**src/rtl/genius_seq_engine.sv**
```systemverilog
// Genius memory-game sequence engine: LFSR symbol generation, tick-paced playback, press checking.
// Optional press timeout is compiled in with `define GENIUS_TIMEOUT_EN.
module genius_seq_engine #(
  parameter int unsigned N_CH          = 4,
  parameter int unsigned MAX_ROUNDS    = 16,
  parameter int unsigned TIMEOUT_TICKS = 5,
  localparam int unsigned SYM_W        = $clog2(N_CH),
  localparam int unsigned ROUND_W      = $clog2(MAX_ROUNDS + 1)
) (
  input  logic               CLOCK_50,
  input  logic               R,
  input  logic               start,
  input  logic [15:0]        seed,
  input  logic               tick,
  input  logic [N_CH-1:0]    btn,
  output logic [N_CH-1:0]    led,
  output logic [ROUND_W-1:0] round,
  output logic               playing,
  output logic               awaiting,
  output logic               match,
  output logic               win,
  output logic               lose
);

  localparam int unsigned ADDR_W = (MAX_ROUNDS > 1) ? $clog2(MAX_ROUNDS) : 1;
  localparam int unsigned DEPTH  = 1 << ADDR_W;
  localparam logic [15:0] LFSR_INIT = 16'hACE1;

  typedef enum logic [2:0] {
    StIdle, StGen, StShowOn, StShowOff, StWaitUser, StWin, StLose
  } state_e;

  state_e             state_q, state_d;
  logic [15:0]        lfsr_q, lfsr_d, lfsr_step;
  logic [ROUND_W-1:0] round_len_q, round_len_d;
  logic [ROUND_W-1:0] idx_q, idx_d, idx_inc;
  logic               match_q, match_d;
  logic               win_q, win_d;
  logic               lose_q, lose_d;
  logic               mem_we;
  logic               idx_last;
  logic [SYM_W-1:0]   cur_sym;
  logic [N_CH-1:0]    exp_oh;

  logic [SYM_W-1:0]   seq_mem [DEPTH];

`ifdef GENIUS_TIMEOUT_EN
  localparam int unsigned TCNT_W = $clog2(TIMEOUT_TICKS + 1);
  logic [TCNT_W-1:0] tcnt_q, tcnt_d;
`else
  logic unused_timeout;
  assign unused_timeout = (TIMEOUT_TICKS == 0);
`endif

  assign lfsr_step = {lfsr_q[14:0], lfsr_q[15] ^ lfsr_q[13] ^ lfsr_q[12] ^ lfsr_q[10]};
  assign idx_inc   = idx_q + ROUND_W'(1);
  assign idx_last  = (idx_inc == round_len_q);
  assign cur_sym   = seq_mem[idx_q[ADDR_W-1:0]];

  // Sequence buffer has no reset; every entry is written in GEN before it is read.
  always_ff @(posedge CLOCK_50) begin
    if (mem_we) begin
      seq_mem[round_len_q[ADDR_W-1:0]] <= lfsr_step[SYM_W-1:0];
    end
  end

  always_comb begin
    exp_oh          = '0;
    exp_oh[cur_sym] = 1'b1;
  end

  always_comb begin
    state_d     = state_q;
    lfsr_d      = lfsr_q;
    round_len_d = round_len_q;
    idx_d       = idx_q;
    match_d     = 1'b0;
    win_d       = win_q;
    lose_d      = lose_q;
    mem_we      = 1'b0;
`ifdef GENIUS_TIMEOUT_EN
    tcnt_d      = tcnt_q;
`endif
    unique case (state_q)
      StIdle, StWin, StLose: begin
        if (start) begin
          lfsr_d      = (seed == 16'h0000) ? LFSR_INIT : seed;
          round_len_d = '0;
          win_d       = 1'b0;
          lose_d      = 1'b0;
          state_d     = StGen;
        end
      end
      StGen: begin
        lfsr_d      = lfsr_step;
        mem_we      = 1'b1;
        round_len_d = round_len_q + ROUND_W'(1);
        idx_d       = '0;
        state_d     = StShowOn;
      end
      StShowOn: begin
        if (tick) state_d = StShowOff;
      end
      StShowOff: begin
        if (tick) begin
          if (idx_last) begin
            idx_d   = '0;
`ifdef GENIUS_TIMEOUT_EN
            tcnt_d  = '0;
`endif
            state_d = StWaitUser;
          end else begin
            idx_d   = idx_inc;
            state_d = StShowOn;
          end
        end
      end
      StWaitUser: begin
        if (btn != '0) begin
          // exp_oh is one-hot, so equality also rejects multi-hot presses.
          if (btn != exp_oh) begin
            lose_d  = 1'b1;
            state_d = StLose;
          end else begin
            idx_d = idx_inc;
`ifdef GENIUS_TIMEOUT_EN
            tcnt_d = '0;
`endif
            if (idx_last) begin
              match_d = 1'b1;
              if (round_len_q == ROUND_W'(MAX_ROUNDS)) begin
                win_d   = 1'b1;
                state_d = StWin;
              end else begin
                state_d = StGen;
              end
            end
          end
        end
`ifdef GENIUS_TIMEOUT_EN
        else if (tick) begin
          if (tcnt_q == TCNT_W'(TIMEOUT_TICKS - 1)) begin
            lose_d  = 1'b1;
            state_d = StLose;
          end else begin
            tcnt_d = tcnt_q + TCNT_W'(1);
          end
        end
`endif
      end
      default: state_d = StIdle;
    endcase
  end

  always_ff @(posedge CLOCK_50 or posedge R) begin
    if (R) begin
      state_q     <= StIdle;
      lfsr_q      <= LFSR_INIT;
      round_len_q <= '0;
      idx_q       <= '0;
      match_q     <= 1'b0;
      win_q       <= 1'b0;
      lose_q      <= 1'b0;
`ifdef GENIUS_TIMEOUT_EN
      tcnt_q      <= '0;
`endif
    end else begin
      state_q     <= state_d;
      lfsr_q      <= lfsr_d;
      round_len_q <= round_len_d;
      idx_q       <= idx_d;
      match_q     <= match_d;
      win_q       <= win_d;
      lose_q      <= lose_d;
`ifdef GENIUS_TIMEOUT_EN
      tcnt_q      <= tcnt_d;
`endif
    end
  end

  always_comb begin
    led = '0;
    if (state_q == StShowOn) led = exp_oh;
  end

  assign playing  = (state_q == StShowOn) || (state_q == StShowOff);
  assign awaiting = (state_q == StWaitUser);
  assign round    = round_len_q;
  assign match    = match_q;
  assign win      = win_q;
  assign lose     = lose_q;

endmodule

```
**config.mk**
```make
export PLATFORM = sky130hd
export DESIGN_NAME = genius_seq_engine
export DESIGN_NICKNAME = d
export VERILOG_FILES = /design/src/rtl/genius_seq_engine.sv
export SDC_FILE = /design/constraint.sdc
export NUM_CORES = 1
export LEC_CHECK = 0
export BUFFER_PORTS_ARGS = -buffer_cell sky130_fd_sc_hd__buf_4
export CAP_MARGIN = 20
export CORE_ASPECT_RATIO = 0.8
export CORE_MARGIN = 1.5
export CORE_UTILIZATION = 60
export CTS_BUF_LIST = sky130_fd_sc_hd__clkbuf_8
export DETAILED_ROUTE_END_ITERATION = 6
export PLACE_DENSITY = 0.81
export SLEW_MARGIN = 40
export SYNTH_ARGS = -nofsm -noshare
export SYNTH_HDL_FRONTEND = slang
export SYNTH_SLANG_ARGS = --single-unit
```
**constraint.sdc**
```tcl
create_clock -name CLOCK_50 -period 3.1 [get_ports CLOCK_50]
set_input_delay 0.465 -clock CLOCK_50 [delete_from_list [all_inputs] [get_ports CLOCK_50]]
set_output_delay 0.465 -clock CLOCK_50 [all_outputs]
set_load 0.01 [all_outputs]
```
-- After elaboration in Yosys (flattened, before gate mapping)
Memories as Yosys holds them, arrays and structs flattened.
Index checks and enable logic that the tools add are counted.
- register bits after elaboration: 32
- RAM bits: 32
- memories: 1
- add/sub/neg operators: 2
- order comparisons: 2
- eq/ne operators: 18
- multiplexer cells: 38
- bitwise logic cells: 3
- reductions and logical operators: 14
- memories (memory ; depth ; width ; read ports ; clocked after Yosys merged registers in ; write ports ; RTL line ; RTL):
    seq_mem ; 16 ; 2 ; 1 ; 0 ; 1 ; 45 ; logic [SYM_W-1:0] seq_mem [DEPTH];
- operator list (cell ; count):
    $mux 16 ; 2
    $pmux 16 s2 ; 1
    $mux 5 ; 5
    $mux 3 ; 8
    $logic_not 16->1 ; 1
    $mux 1 ; 15
    $pmux 3 s5 ; 1
    $pmux 5 s3 ; 1
    $add 5x1->5 const B ; 2
    $pmux 5 s2 ; 1
    $eq 3x3->1 const B ; 3
    $ne 2x1->1 const B ; 4
    $ne 2x2->1 const B ; 4
    $reduce_and 4->1 ; 2
    $eq 3x2->1 const B ; 2
    $reduce_and 6->1 ; 1
    $eq 5x5->1 ; 1
    $eq 5x5->1 const B ; 1
    $reduce_and 5->1 ; 1
    $mux 4 ; 1
    $ne 4x4->1 ; 1
    $pmux 1 s2 ; 2
    $reduce_bool 2->1 ; 2
    $reduce_bool 4->1 ; 1
    other kinds (12) ; 14

-- Depth between registers and ports, before layout
Gate-level depths: netlist of run 1.
An unclocked memory read counts as a cell.
- depth in word-level cells: 9
- mapped depth: 9
- mapped depth without buffers: 8

-- Worst setup path before layout of run 1
No wires, ideal clock.
- path type: reg-to-output
- from: reg idx_q[0]
- to: out led[0]
- arrival: 1944 ps
- setup slack: 691 ps
- stages on the path, launching flop included: 7
- buffers on the path: 1
- path through: dfrtp_1 -> mux4_1 -> a22oi_1 -> and3_2 -> buf_6 -> inv_1 -> nor3_1
- cells in the longest elaborated chain, start to end: 6
- elaborated cells on any way between the ends: 7
- those cells by class: order compare (2); mux (3); reduce/logical (1); memory (1)
- ends and longest elaborated chain (item ; RTL line ; RTL):
    from (decl) ; 36 ; logic [ROUND_W-1:0] idx_q, idx_d, idx_inc;
    from (signal assigned) ; 171 ; idx_q <= idx_d;
    $mem_v2 16x2 * ; n/a ;
    $lt 2x3->1 (implied by the code) / $ge 2x1->1 (equally long branches) ; 69 ; exp_oh[cur_sym] = 1'b1;
    $logic_and 1x1->1 (implied by the code) ; 69 ;
    $mux 1 (implied by the code) ; 69 ;
    $demux 1 s2 * ; 69 ;
    $mux 4 * ; 183 ; if (state_q == StShowOn) led = exp_oh;
    to (decl) ; 16 ; output logic [N_CH-1:0] led,
Every way passes the cells marked *; elsewhere a longest branch is shown, timed or not.

-- Worst setup path in the final report of run 1
Same ends and word-level chain as after synthesis.

==> metrics.txt, run 1 <==
status=completed; clk buf depth=2; GR Overflow Total=0; Die Wd=87.6 um; Leak Pwr=1.56 nW; CTS Hold Bufs=0; wire per inst=approximately 18 um; largest net degree at the start of global routing=37; Peak Freq=~340 MHz; Port Buf Inserts=37; crit-path max FO=7; post-route ant nets=0; cell with the most instances after synthesis=nand2_1; final setup TNS=0 ns; CP endpoint kind=primary output; asr flop ratio synth=0.500; Reg2Reg Depth=7; Synth Net Count=348; clock tree sinks=64; Main synth FF type=edfxtp_1; # setup viols final=0; Crit. Startpoint=idx_q[0]; Root Buffer=clkbuf_8; antenna cells=0; flop2flop setup slack=0.35 ns; Iter 0 DRT Violations=222; number of flops mapped to enable cells by yosys=32; Detailed Route WL=7.71 mm; dpl hpwl=5.33 mm; area delta synth->final=16.5%; Worst EP required=2.63 ns; cts bufs inserted=9; Synth top cells by count=33 x nand2_1, 32 x edfxtp_1, 26 x nor2_1, 24 x dfrtp_1, 22 x o21ai_0; Skew-Pair Late Insertion Delay=roughly 0.34 ns; Initial Utilization=0.625; top cells by area, synth=edfxtp_1 28%, dfrtp_1 17%, dfstp_2 6.1%, nand2_1 3.6%, mux4_2 3.3%; Worst Hold Class=input port to async pin; Worst Tran Pin Value=0.710 ns; Sequential cell area=roughly 1800 um^2; Synth Area per Inst=10.8 um^2; vias in the first global route=approximately 2600; DRT Pass-1 Iters=5; final worst path period share=0.943; R2R Path Start=idx_q[0]; Cell Area, Synth=3430 um^2; Clock Pin Slew Worst Setup and Hold Paths=0.07 ns; Die Ht=70.7 um; Total GRT Usage=0.273; row count=24; Worst Path Arrival=2.46 ns; skew final=roughly 0.011 ns; placed cell area=3750 um^2; Placer Congestion=0.863; Avg Vias per Cell=6.18; Die Area=just over 6000 um^2; final layout net count=~390; Yosys warnings=0; # DRC=0; Netlist cell types=57; RR Endpoint=idx_q[3]; global-route wire length before repair=between 10 and 15 mm; Critical Path Start Type=register; core area=approximately 5500 um^2; hold violation count in the final report=0; Slew Limit Headroom=0.523; Multi-input gate area=1490 um^2; TritonCTS clock tree=done; Pwr Density=approximately 960 nW/um^2; Seq/Total Area, Yosys=0.516; Worst IR Drop VDD=0.000440 V; Final Slew Violations=0; via count=2713; layout cells sized above 1=0.233; cell taking the most area after synthesis=edfxtp_1; Mapped Cells=~320; filler cell count=388; number of max-cap violations=0; H-tree levels=3; Yosys reg bits=between 60 and 70; RSZ-0062 raised after global routing=no; Tmin final=2.92 ns; top-area cell type share of the netlist area=0.280; Setup CP Type=register to primary output; initial antenna violation count=0; final instance area=4000 um^2; io pins=38
==> critical path: stages, from the launching register on <==
cell     delay (ns)
dfrtp_1        0.43
mux4_1         0.64
a22oi_1        0.33
and3_2         0.33
inv_1          0.05
nor3_1         0.19
buf_4          0.15
==> cells in the final DEF, fill, tap and decap left out, types with 3 or more instances in the layout <==
cell type / n
nand2_1: 33
inv_1: 17
nor2_1: 26
nand4_1: 6
ha_1: 5
xor2_1: 5
bufinv_16: 3
edfxtp_1: 32
o211ai_1: 3
nand3_1: 13
nand3b_1: 6
nor3_1: 9
o22ai_1: 3
a21oi_1: 11
o21ai_0: 22
nor4_1: 5
dfrtp_1: 23
a221o_1: 3
and2_1: 4
dfstp_2: 8
mux2i_1: 8
buf_4: 45
a22oi_1: 4
a31oi_1: 4
xnor2_1: 6
o31ai_1: 3
mux4_2: 5
clkbuf_8: 10
mux4_1: 3
==> state kept, by name (all words and copies together), names as in the netlist <==
register and cells:
idx_q 5, lfsr_q 16, lose 1, match 1, round 5, seq_mem 32
state_q 3, win 1
==> cell families after synthesis <==
group	after synthesis	synth area share
fa+ha+maj	5	0.0182
simple gates	118	0.171
buf+inv	35	0.0514
compound gates	69	0.133
xor+xnor	11	0.0281
mux	17	0.0823
flops	64	0.516
==> worst max path at each step <==
stage,endpoint,depth (start not counted)
2_1_floorplan,led[0],6
3_3_place_gp,idx_q[3],8
3_5_place_dp,idx_q[3],8
4_1_cts,led[0],6
5_1_grt,led[0],7
6_report,led[0],6
==> per-layer routing <==
metal / vias to the layer above / wire (um) / track usage / part of all wire
li1: 1246 / - / - / -
met1: 1319 / 3340 / 0.368 / 0.43
met2: 136 / 3720 / 0.439 / 0.48
met3: 12 / 544 / 0.0747 / 0.071
met4: 0 / 109 / 0.0758 / 0.014
met5: - / 0 / 0 / 0
==> timing repair <==
action | CTS | global route
endpoints found under the setup margin | 0 | 1
gates resized for setup | 0 | 1
setup buffers | 0 | 0
endpoints found under the hold margin | 0 | 0
==> through the flow <==
| step | hold slack, ns | instances | setup WS [ns] | utilization | power (mW) |
|---|---|---|---|---|---|
| CTS | 0.220 | 439 | 0.141 | 0.728 | 3.85 |
| finish | 0.213 | 439 | 0.176 | 0.728 | 3.84 |
| floorplan | 0.446 | 319 | 0.691 | - | 2.53 |
| global route | 0.246 | 439 | 0.0509 | 0.728 | 4.09 |
| global placement | 0.462 | 423 | 0.577 | 0.683 | 2.90 |
| detailed placement | 0.465 | 423 | 0.433 | 0.683 | 2.96 |
==> final cells by class <==
| cell class | count | area share |
|---|---|---|
| repair buffers | 45 | 0.0845 |
| well taps | 78 | 0.0244 |
| flip-flops and latches | 64 | 0.443 |
| inverters | 16 | 0.0150 |
| clock inverters | 6 | 0.0269 |
| clock buffers | 10 | 0.0344 |
| multi-input cells | 220 | 0.372 |
==> report_power, final <==
group,internal (mW),switching [mW]
Sequential,1.29,0.254
Combinational,0.623,0.818
Clock,0.553,0.308
Total,2.46,1.38
Note: power is estimated with default switching activity, not from simulation.
==> inputs of run 2 (changes only) <==
--- a/config.mk
+++ b/config.mk
@@ -13,6 +13,7 @@
 export CTS_BUF_LIST = sky130_fd_sc_hd__clkbuf_8
 export DETAILED_ROUTE_END_ITERATION = 6
 export PLACE_DENSITY = 0.81
+export RECOVER_POWER = 100
 export SLEW_MARGIN = 40
 export SYNTH_ARGS = -nofsm -noshare
 export SYNTH_HDL_FRONTEND = slang
==> constraint.sdc (replaced) <==
create_clock -name CLOCK_50 -period 3.1 [get_ports CLOCK_50]
set_input_delay 0.465 -clock CLOCK_50 [delete_from_list [all_inputs] [get_ports CLOCK_50]]
set_output_delay 0.465 -clock CLOCK_50 [all_outputs]
set_load 0.05 [all_outputs]
==> run 2 against run 1 <==
Combinational power increased by 6%; die area is the same; register-to-register slack better by 0.02 ns; sequential share of layout area grew 1.4 points; core utilization decreased by 2.3 points; final cell count shrank 0.23%; critical path type unchanged; non-clock buffer count fell by 1; via count shrank 3.4%; maximum frequency grew 0.70%; global-route usage decreased by 0.76 points; the flow now finishes with violations (max-capacitance violations, max-slew violations); sequential power is essentially flat; power fell by 2.9%.
==> metrics.txt, run 2 (synthesis results as in run 1) <==
final worst path period share=0.937; Multi-input gate area=1480 um^2; DRT Pass-1 Iters=5; core area=between 5000 and 6000 um^2; # DRC=0; Avg Vias per Cell=roughly 6; post-route ant nets=0; dpl cells=422; CP endpoint kind=primary output; clock tree sinks=64; clk buf depth=2; most common cell after layout, fill and taps aside=nand2_1; Reg2Reg Depth=8; Placer Congestion=0.857; final instance area=3870 um^2; Worst Path Arrival=approximately 2.4 ns; flop2flop setup slack=~0.37 ns; vias in the first global route=2478; layout cells sized above 1=0.178; row count=24; crit-path max FO=7; crit-path cells=mux4_1, a22oi_1, and3_2, inv_1, nor3_2, buf_4; final layout net count=approximately 380; Slew Limit Headroom=-0.177; hold violation count in the final report=0; via count=2620; Die Wd=87.6 um; Critical Path Start Type=register; largest net degree at the start of global routing=33; number of max-cap violations=1; max FFs per register=32; wire per inst=16.8 um; Worst EP required=2.63 ns; R2R Path Start=idx_q[0]; most frequent cells in the layout=33 x nand2_1, 32 x edfxtp_1, 29 x buf_4; placed cell area=3760 um^2; Iter 0 DRT Violations=283; Peak Freq=344 MHz; Max stage delay on crit path=between 0.6 and 0.7 ns; Skew-Pair Late Insertion Delay=0.34 ns; # setup viols final=0; Port Buf Inserts=37; pre-CTS setup slack=0.380 ns; Detailed Route WL=7.34 mm; Worst Tran Pin Value=around 1.8 ns; violated checks=max-capacitance violations, max-slew violations; dpl hpwl=5.36 mm; Worst IR Drop VDD=between 0.0004 and 0.0005 V; status=complete, but fails checks; global-route wire length before repair=12.2 mm; CTS Hold Bufs=0; cts bufs inserted=9; Pwr Density=964 nW/um^2; skew final=~0.0064 ns; Root Buffer=clkbuf_8; GR Overflow Total=0; Die Area=6190 um^2; filler cell count=422; PnR worst setup slack=roughly 0.20 ns; RSZ-0062 raised after global routing=no; area delta synth->final=12.8%; number of non-filler instances in the completed layout=438; TritonCTS clock tree=done; Tmin final=2.90 ns; Initial Utilization=0.625; RR Endpoint=state_q[2]; Worst Hold Class=input port to register; Die Ht=70.7 um; hold depth=3; Setup CP Type=register to primary output; final setup TNS=0 ns; antenna cells=0; Clock Pin Slew Worst Setup and Hold Paths=~0.07 ns; min-delay src=seed[3]; initial antenna violation count=0; Sequential cell area=roughly 1800 um^2; Final Slew Violations=33; H-tree levels=3; Total GRT Usage=0.265; Worst Hold Path EP=lfsr_q[3]; Leak Pwr=1.47 nW; io pins=38; CP max-delay cell=mux4_1
## run 2: cell count changes in the layout (fill, tap and decap cells not counted), sizes merged
cell | previous run | this run
buf | 45 | 29
clkbuf | 10 | 24
inv | 17 | 19
bufinv | 3 | 1
clkinvlp | 0 | 1
## run 2: how the worst max path moves through the flow
stage	startpoint	end	slack [ns]
6_report	idx_q[0]	led[0]	0.20
2_1_floorplan	idx_q[0]	led[3]	0.11
3_3_place_gp	idx_q[0]	idx_q[3]	0.50
4_1_cts	idx_q[0]	led[0]	0.09
3_5_place_dp	idx_q[0]	idx_q[3]	0.38
5_1_grt	idx_q[0]	led[1]	0.05
## run 2: timing repair
item | in CTS | in global routing
setup endpoints to repair | 0 | 3
setup buffers | 0 | 0
resized for setup | 0 | 1
## run 2: report_power, final
part / switching (mW) / total (mW) / leakage (nW) / internal, mW
registers: 0.255 / 1.54 / 0.678 / 1.29
logic: 0.979 / 1.53 / 0.689 / 0.550
clock network: 0.303 / 0.661 / 0.100 / 0.358
## run 2: routing by layer
metal  GRT usage  part of all wire
met5           0                 0
met3      0.0688             0.079
met4      0.0776             0.014
met1       0.391              0.44
met2       0.392              0.47
## run 2: layout make-up
class | instances | area share
clock buffers | 9 | 0.0320
clock inverters | 7 | 0.0149
inverters | 16 | 0.0155
multi-input cells | 220 | 0.382
flip-flops and latches | 64 | 0.458
well taps | 78 | 0.0252
repair buffers | 44 | 0.0730
## run 2: worst max-delay path: cells and delay by family (launching register included)
kind	cells	cell delay, ns
AOI/OAI and AO/OA	1	0.28
buffers and inverters	2	0.28
DFF	1	0.45
muxes	1	0.61
and+or+nand+nor	2	0.48
## run 2: through the flow
step           total power [mW]  hold slack, ns  utilization
4_1_cts                    3.82           0.215        0.717
2_1_floorplan              2.74           0.446            -
6_report                   3.73           0.352        0.705
3_5_place_dp               3.16           0.472        0.684
5_1_grt                    3.98           0.352        0.705
3_3_place_gp               3.11           0.458        0.684
